<file path="src/rtl/serial_right_shifter_if.sv">
// rtl/serial_right_shifter_if.sv - issue/result bus between control unit and serial right shifter
//
// Purpose: groups the start/operand request and busy/done/result response of
// the serial right shifter into one bundle.
// Signals:
//   start    request pulse/level, sampled by the shifter only when idle
//   arith    1 = SRA (sign fill), 0 = SRL (zero fill)
//   shamt    unsigned shift amount
//   data_in  operand
//   busy     high while an operation is in flight
//   done     one-cycle result-valid pulse
//   data_out result, held until the next accepted start
// Modports: master = control unit side, slave = shifter side.

interface serial_right_shifter_if #(
    parameter int N_BITS     = 32,
    parameter int SHAMT_BITS = 5
);
    logic                  start;
    logic                  arith;
    logic [SHAMT_BITS-1:0] shamt;
    logic [N_BITS-1:0]     data_in;
    logic                  busy;
    logic                  done;
    logic [N_BITS-1:0]     data_out;

    modport master (
        output start, arith, shamt, data_in,
        input  busy, done, data_out
    );

    modport slave (
        input  start, arith, shamt, data_in,
        output busy, done, data_out
    );
endinterface

</file>
<file path="src/rtl/serial_right_shifter.sv">
// rtl/serial_right_shifter.sv - multi-cycle SRL/SRA unit, one bit position per clock
//
// Purpose: right-shifts an operand by shamt positions, one position per rising
// edge, filling with zero (SRL) or the operand sign bit (SRA).
// Ports:
//   clk    system clock, all state updates on the rising edge
//   reset  asynchronous active-high reset, aborts any operation in flight
//   bus    slave side of serial_right_shifter_if (start/arith/shamt/data_in
//          in, busy/done/data_out out)

module serial_right_shifter #(
    parameter int N_BITS     = 32,
    parameter int SHAMT_BITS = 5
) (
    input  logic                   clk,
    input  logic                   reset,
    serial_right_shifter_if.slave  bus
);

    typedef enum logic [1:0] {
        IDLE  = 2'd0,
        SHIFT = 2'd1,
        DONE  = 2'd2
    } state_t;

    state_t                state_q;
    logic [N_BITS-1:0]     shift_reg_q;
    logic [SHAMT_BITS-1:0] count_q;
    logic                  fill_bit_q;
    logic                  busy_q;
    logic                  done_q;

    logic [N_BITS-1:0]     shift_reg_d;
    logic [SHAMT_BITS-1:0] count_d;

    // One position of right shift per edge; fill_bit is already zero for SRL.
    assign shift_reg_d = {fill_bit_q, shift_reg_q[N_BITS-1:1]};
    assign count_d     = count_q - SHAMT_BITS'(1);

    // busy/done are registered alongside the state so they depend on state only.
    always_ff @(posedge clk or posedge reset) begin
        if (reset) begin
            state_q     <= IDLE;
            shift_reg_q <= '0;
            count_q     <= '0;
            fill_bit_q  <= 1'b0;
            busy_q      <= 1'b0;
            done_q      <= 1'b0;
        end else begin
            case (state_q)
                IDLE: begin
                    if (bus.start) begin
                        shift_reg_q <= bus.data_in;
                        count_q     <= bus.shamt;
                        fill_bit_q  <= bus.arith & bus.data_in[N_BITS-1];
                        busy_q      <= 1'b1;
                        if (bus.shamt != '0) begin
                            state_q <= SHIFT;
                            done_q  <= 1'b0;
                        end else begin
                            // Zero shift: result is the operand, report next cycle.
                            state_q <= DONE;
                            done_q  <= 1'b1;
                        end
                    end
                end
                SHIFT: begin
                    shift_reg_q <= shift_reg_d;
                    count_q     <= count_d;
                    if (count_q == SHAMT_BITS'(1)) begin
                        state_q <= DONE;
                        done_q  <= 1'b1;
                    end
                end
                DONE: begin
                    // start is ignored here; the earliest re-accept is the next IDLE edge.
                    state_q <= IDLE;
                    busy_q  <= 1'b0;
                    done_q  <= 1'b0;
                end
                default: begin
                    state_q <= IDLE;
                    busy_q  <= 1'b0;
                    done_q  <= 1'b0;
                end
            endcase
        end
    end

    assign bus.busy     = busy_q;
    assign bus.done     = done_q;
    assign bus.data_out = shift_reg_q;

endmodule
</file>
<file path="src/flat_wrapper.sv">
// flat-port wrapper written by rule: the top's interface ports become plain ports
module serial_right_shifter_flat 
#(
    parameter int N_BITS     = 32,
    parameter int SHAMT_BITS = 5
)
  (clk, reset, bus_start, bus_arith, bus_shamt, bus_data_in, bus_busy, bus_done, bus_data_out);
  serial_right_shifter_if #(.N_BITS(N_BITS), .SHAMT_BITS(SHAMT_BITS)) bus_i ();
  input  logic clk;
  input  logic reset;
  input wire logic [$bits(bus_i.start)-1:0] bus_start;
  input wire logic [$bits(bus_i.arith)-1:0] bus_arith;
  input wire logic [$bits(bus_i.shamt)-1:0] bus_shamt;
  input wire logic [$bits(bus_i.data_in)-1:0] bus_data_in;
  output wire logic [$bits(bus_i.busy)-1:0] bus_busy;
  output wire logic [$bits(bus_i.done)-1:0] bus_done;
  output wire logic [$bits(bus_i.data_out)-1:0] bus_data_out;
  assign bus_i.start = bus_start;
  assign bus_i.arith = bus_arith;
  assign bus_i.shamt = bus_shamt;
  assign bus_i.data_in = bus_data_in;
  assign bus_busy = bus_i.busy;
  assign bus_done = bus_i.done;
  assign bus_data_out = bus_i.data_out;
  serial_right_shifter #(.N_BITS(N_BITS), .SHAMT_BITS(SHAMT_BITS)) u_core (.clk(clk), .reset(reset), .bus(bus_i));
endmodule
</file>
<file path="config.mk">
export PLATFORM = sky130hd
export DESIGN_NAME = serial_right_shifter_flat
export DESIGN_NICKNAME = d
export VERILOG_FILES = /design/src/rtl/serial_right_shifter_if.sv /design/src/rtl/serial_right_shifter.sv /design/src/flat_wrapper.sv
export SDC_FILE = /design/constraint.sdc
export NUM_CORES = 1
export LEC_CHECK = 0
export ABC_AREA = 1
export ABC_CLOCK_PERIOD_IN_PS = 1640
export BUFFER_PORTS_ARGS = -buffer_cell sky130_fd_sc_hd__buf_2
export CORE_UTILIZATION = 45
export CTS_CLUSTER_SIZE = 40
export DETAILED_ROUTE_END_ITERATION = 8
export PLACE_DENSITY = 0.76
export REMOVE_ABC_BUFFERS = 1
export SLEW_MARGIN = 0
export SYNTH_ARGS = -nofsm -noshare
export SYNTH_HDL_FRONTEND = slang
export SYNTH_SLANG_ARGS = --single-unit
</file>
<file path="constraint.sdc">
create_clock -name clk -period 1.64 [get_ports clk]
set_input_delay 0.246 -clock clk [delete_from_list [all_inputs] [get_ports clk]]
set_output_delay 0.246 -clock clk [all_outputs]
set_load 0.02 [all_outputs]
</file>
==> flow_results.xml <==
<?xml version="1.0" encoding="UTF-8"?>
<metrics>
  <group name="finish">
    <metric name="area_growth_syn_to_layout" unit="%">25.50</metric>
    <metric name="diode_insertion_count_for_antenna_repair" unit="">0</metric>
    <metric name="finish.net_count" unit="">398</metric>
    <metric name="num-fill-cells" unit="">441</metric>
    <metric name="layout-drive-gt1-share" unit="%">26.12</metric>
  </group>
  <group name="global_routing">
    <metric name="grt.overflow.total" unit="">0</metric>
    <metric name="grt_start_max_net_pins" unit="">43</metric>
    <metric name="global_route_wire_length_before_repair" unit="um">7817</metric>
    <metric name="antenna_violations_before_repair" unit="">0</metric>
    <metric name="gr_util_all_layers" unit="%">19.77</metric>
    <metric name="first_global_vias" unit="">1833</metric>
  </group>
  <group name="min_path">
    <metric name="min_path_type" unit="">primary input to register</metric>
    <metric name="hp_start" unit="">bus_data_in[31]</metric>
  </group>
  <group name="timing">
    <metric name="finalHoldViolations" unit="">0</metric>
    <metric name="finalSetupViolCount" unit="">0</metric>
    <metric name="hold_ws" unit="ns">0.2252</metric>
    <metric name="final.min_clock_period" unit="ns">1.311</metric>
    <metric name="achievable-frequency" unit="MHz">762.8</metric>
    <metric name="timing_max_transition_violations_final" unit="">0</metric>
    <metric name="maxSlewHeadroom" unit="%">78.05</metric>
    <metric name="timing.clock.skew" unit="ns">0.01103</metric>
    <metric name="tightest_slew" unit="ns">0.3293</metric>
    <metric name="period_share" unit="%">79.93</metric>
    <metric name="timing.setup.tns" unit="ns">0</metric>
    <metric name="rsz_0062_raised_after_global_routing" unit="">no</metric>
  </group>
  <group name="worst_setup_path">
    <metric name="critical_path.max_fanout" unit="">38</metric>
    <metric name="critPathLaunch" unit="">u_core.state_q[1]</metric>
    <metric name="crit_slowest_cell" unit="">dfrtp_1</metric>
    <metric name="critical_path.reg2reg.startpoint" unit="">u_core.state_q[1]</metric>
    <metric name="regToRegSetupSlack" unit="ns">0.33</metric>
    <metric name="worstSetupPathType" unit="">register to register</metric>
    <metric name="chain_of_cells_forming_the_critical_path" unit="">inv_2 &gt; nand2_2 &gt; buf_4 &gt; nand2_1 &gt; o21ai_1 &gt; nand2_1 &gt; o21ai_1</metric>
    <metric name="max_stage_delay" unit="ns">0.43</metric>
    <metric name="worst_ep_required_time" unit="ns">1.86</metric>
    <metric name="critPathArrivalTime" unit="ns">1.53</metric>
    <metric name="cp_num_buf_inv" unit="">2</metric>
    <metric name="worst_setup_path_start_kind" unit="">register</metric>
    <metric name="end_kind" unit="">register</metric>
    <metric name="critical-path-top-delay-family" unit="">flip-flops</metric>
  </group>
  <group name="drt">
    <metric name="drt-pass1-iter-count" unit="">6</metric>
    <metric name="drcViolationCount" unit="">0</metric>
    <metric name="via_count" unit="">1899</metric>
    <metric name="wl_per_cell" unit="um">11.15</metric>
    <metric name="post_detailed_route_via_to_cell_ratio" unit="">4.654</metric>
    <metric name="antenna_violating_nets_post_route" unit="">0</metric>
    <metric name="drt-total-wl" unit="um">4551</metric>
    <metric name="drt_iter0_markers" unit="">76</metric>
  </group>
  <group name="pwr">
    <metric name="irDropWorstVdd" unit="uV">973.0</metric>
    <metric name="p_leak" unit="nW">1.481</metric>
    <metric name="total_power_divided_by_cell_area" unit="mW/mm2">2168</metric>
  </group>
  <group name="logic_synthesis">
    <metric name="synth_enable_flop_cells" unit="">0</metric>
    <metric name="synth.largest_area_cell" unit="">dfrtp_1</metric>
    <metric name="most_repeated_cell_in_the_gate_level_netlist_after_synthesis" unit="">nand2_1</metric>
    <metric name="synth_top_cells_by_count" unit="">nand2_1, o21ai_1, inv_1</metric>
    <metric name="post_synth_inst_count" unit="">282</metric>
    <metric name="synth_seq_area_share" unit="%">48.18</metric>
    <metric name="synth-async-reset-ratio" unit="%">100.0</metric>
    <metric name="synth_area" unit="mm2">0.002130</metric>
    <metric name="syn_area_per_cell" unit="um2">7.552</metric>
    <metric name="synthDistinctLibCells" unit="">19</metric>
    <metric name="synth_ff_type" unit="">dfrtp_1</metric>
    <metric name="yosys_warnings" unit="">0</metric>
    <metric name="synth.area.top_cells" unit="">dfrtp_1, nand2_1, o21ai_1, inv_1, o21ai_0</metric>
    <metric name="ys_seq_elements" unit="">41</metric>
    <metric name="synth_top_area_share" unit="%">48.18</metric>
  </group>
  <group name="cts">
    <metric name="cts.hold.buffers_added" unit="">1</metric>
    <metric name="clock-sinks" unit="">41</metric>
    <metric name="count_of_h_tree_levels_built_during_cts" unit="">2</metric>
    <metric name="clock_latency_late_sink" unit="ns">0.30</metric>
    <metric name="post-cts-setup-buffers" unit="">0</metric>
    <metric name="cts.path.max_buffers" unit="">2</metric>
    <metric name="clk_pin_slew_worst_paths" unit="ns">0.08</metric>
    <metric name="cts_resized" unit="">0</metric>
    <metric name="clock_tree_from_tritoncts" unit="">done</metric>
    <metric name="cts_made_buffers" unit="">5</metric>
    <metric name="ctsRootBufferMaster" unit="">clkbuf_8</metric>
  </group>
  <group name="floorplanning">
    <metric name="core.rowCount" unit="">24</metric>
    <metric name="coreArea" unit="mm2">0.004444</metric>
    <metric name="die-area" unit="mm2">0.005011</metric>
    <metric name="fp.dieW" unit="um">70.79</metric>
    <metric name="effective_utilization_at_floorplan" unit="%">47.92</metric>
    <metric name="top_level_ports" unit="">75</metric>
    <metric name="die_h" unit="um">70.79</metric>
  </group>
  <group name="placement">
    <metric name="detailed_place_hpwl" unit="um">3238</metric>
    <metric name="placement.io_buffers" unit="">74</metric>
    <metric name="routabilityCongestion" unit="">0.7680</metric>
  </group>
  <group name="flow_run">
    <metric name="max_cap_viols" unit="">0</metric>
  </group>
  <group name="outcome">
    <metric name="status" unit="">finished clean</metric>
  </group>
</metrics>
==> worst reg2reg max path, cell delays in order, from the launching register on <==
cell and delay [ns]:
dfrtp_1 0.43, inv_2 0.09, nand2_2 0.08, buf_4 0.32, nand2_1 0.09, o21ai_1 0.08, nand2_1 0.06, o21ai_1 0.08
==> registers in the layout, indices dropped and copies added, names as in the netlist <==
register / flops
u_core.bus.busy: 1
u_core.bus.data_out: 32
u_core.count_q: 5
u_core.fill_bit_q: 1
u_core.state_q: 2
==> per-layer routing <==
metal | track usage, % | up-vias | share of wire [%]
li1 | - | 1022 | -
met1 | 24.91 | 817 | 47
met2 | 32.37 | 53 | 45
met3 | 5.983 | 7 | 5.8
met4 | 7.111 | 0 | 1.2
met5 | 0 | - | 0
==> where the power goes <==
part | total [mW] | switching [mW] | internal (mW)
Clock | 0.965 | 0.360 | 0.605
Sequential | 1.81 | 0.303 | 1.51
Combinational | 3.02 | 1.98 | 1.03
Total | 5.79 | 2.65 | 3.15
==> cells in the final DEF (no fill, tap or decap), drive strengths merged <==
cell,netlist,final
a21oi,2,2
buf,11,79
bufinv,0,2
clkbuf,3,5
clkinv,0,1
dfrtp,41,41
dlygate4sd3,0,1
ha,2,2
inv,44,44
nand2,97,97
nand3,7,7
nand4,1,1
nor2,6,6
o211ai,1,1
o21ai,67,67
==> final cells by class <==
type	instances	area (um2)	area share (%)
sequential	41	1026	38.39
multi-input combinational	183	827.0	30.95
timing repair buffer	80	455.4	17.04
inverter	44	165.2	6.180
clock buffer	5	68.82	2.575
clock inverter	3	65.06	2.434
tap	52	65.06	2.434
==> path summary, 6_finish.rpt <==
| path | to | cells past startpoint |
|---|---|---|
| worst min register to register | u_core.bus.busy | 2 |
| worst max-delay path | u_core.bus.data_out[16] | 7 |
| max in group asynchronous | u_core.bus.data_out[1] | 4 |
| worst min-delay path | u_core.fill_bit_q | 3 |
| min in group asynchronous | u_core.bus.data_out[20] | 3 |
| worst max register to register | u_core.bus.data_out[16] | 7 |
==> kinds of logic after synthesis <==
| family | Yosys count | share of synthesized area (%) |
|---|---|---|
| buffers and inverters | 58 | 12.98 |
| adders and majority gates | 2 | 1.175 |
| AOI/OAI and AO/OA | 70 | 17.33 |
| DFF | 41 | 48.18 |
| and+or+nand+nor | 111 | 20.33 |
==> metrics by stage <==
step	power [mW]	util [%]	setup slack [ns]	cells	cell area, um2
final	5.795	60.14	0.3291	408	2673
after global routing	6.330	60.14	0.1509	408	2673
after CTS	5.851	60.14	0.3116	408	2673
after detailed placement	4.864	56.90	0.3242	399	2529
after global placement	4.779	56.90	0.3816	399	2529
after floorplan	3.848	-	0.02066	268	2018
Note: power is estimated with default switching activity, not from simulation.
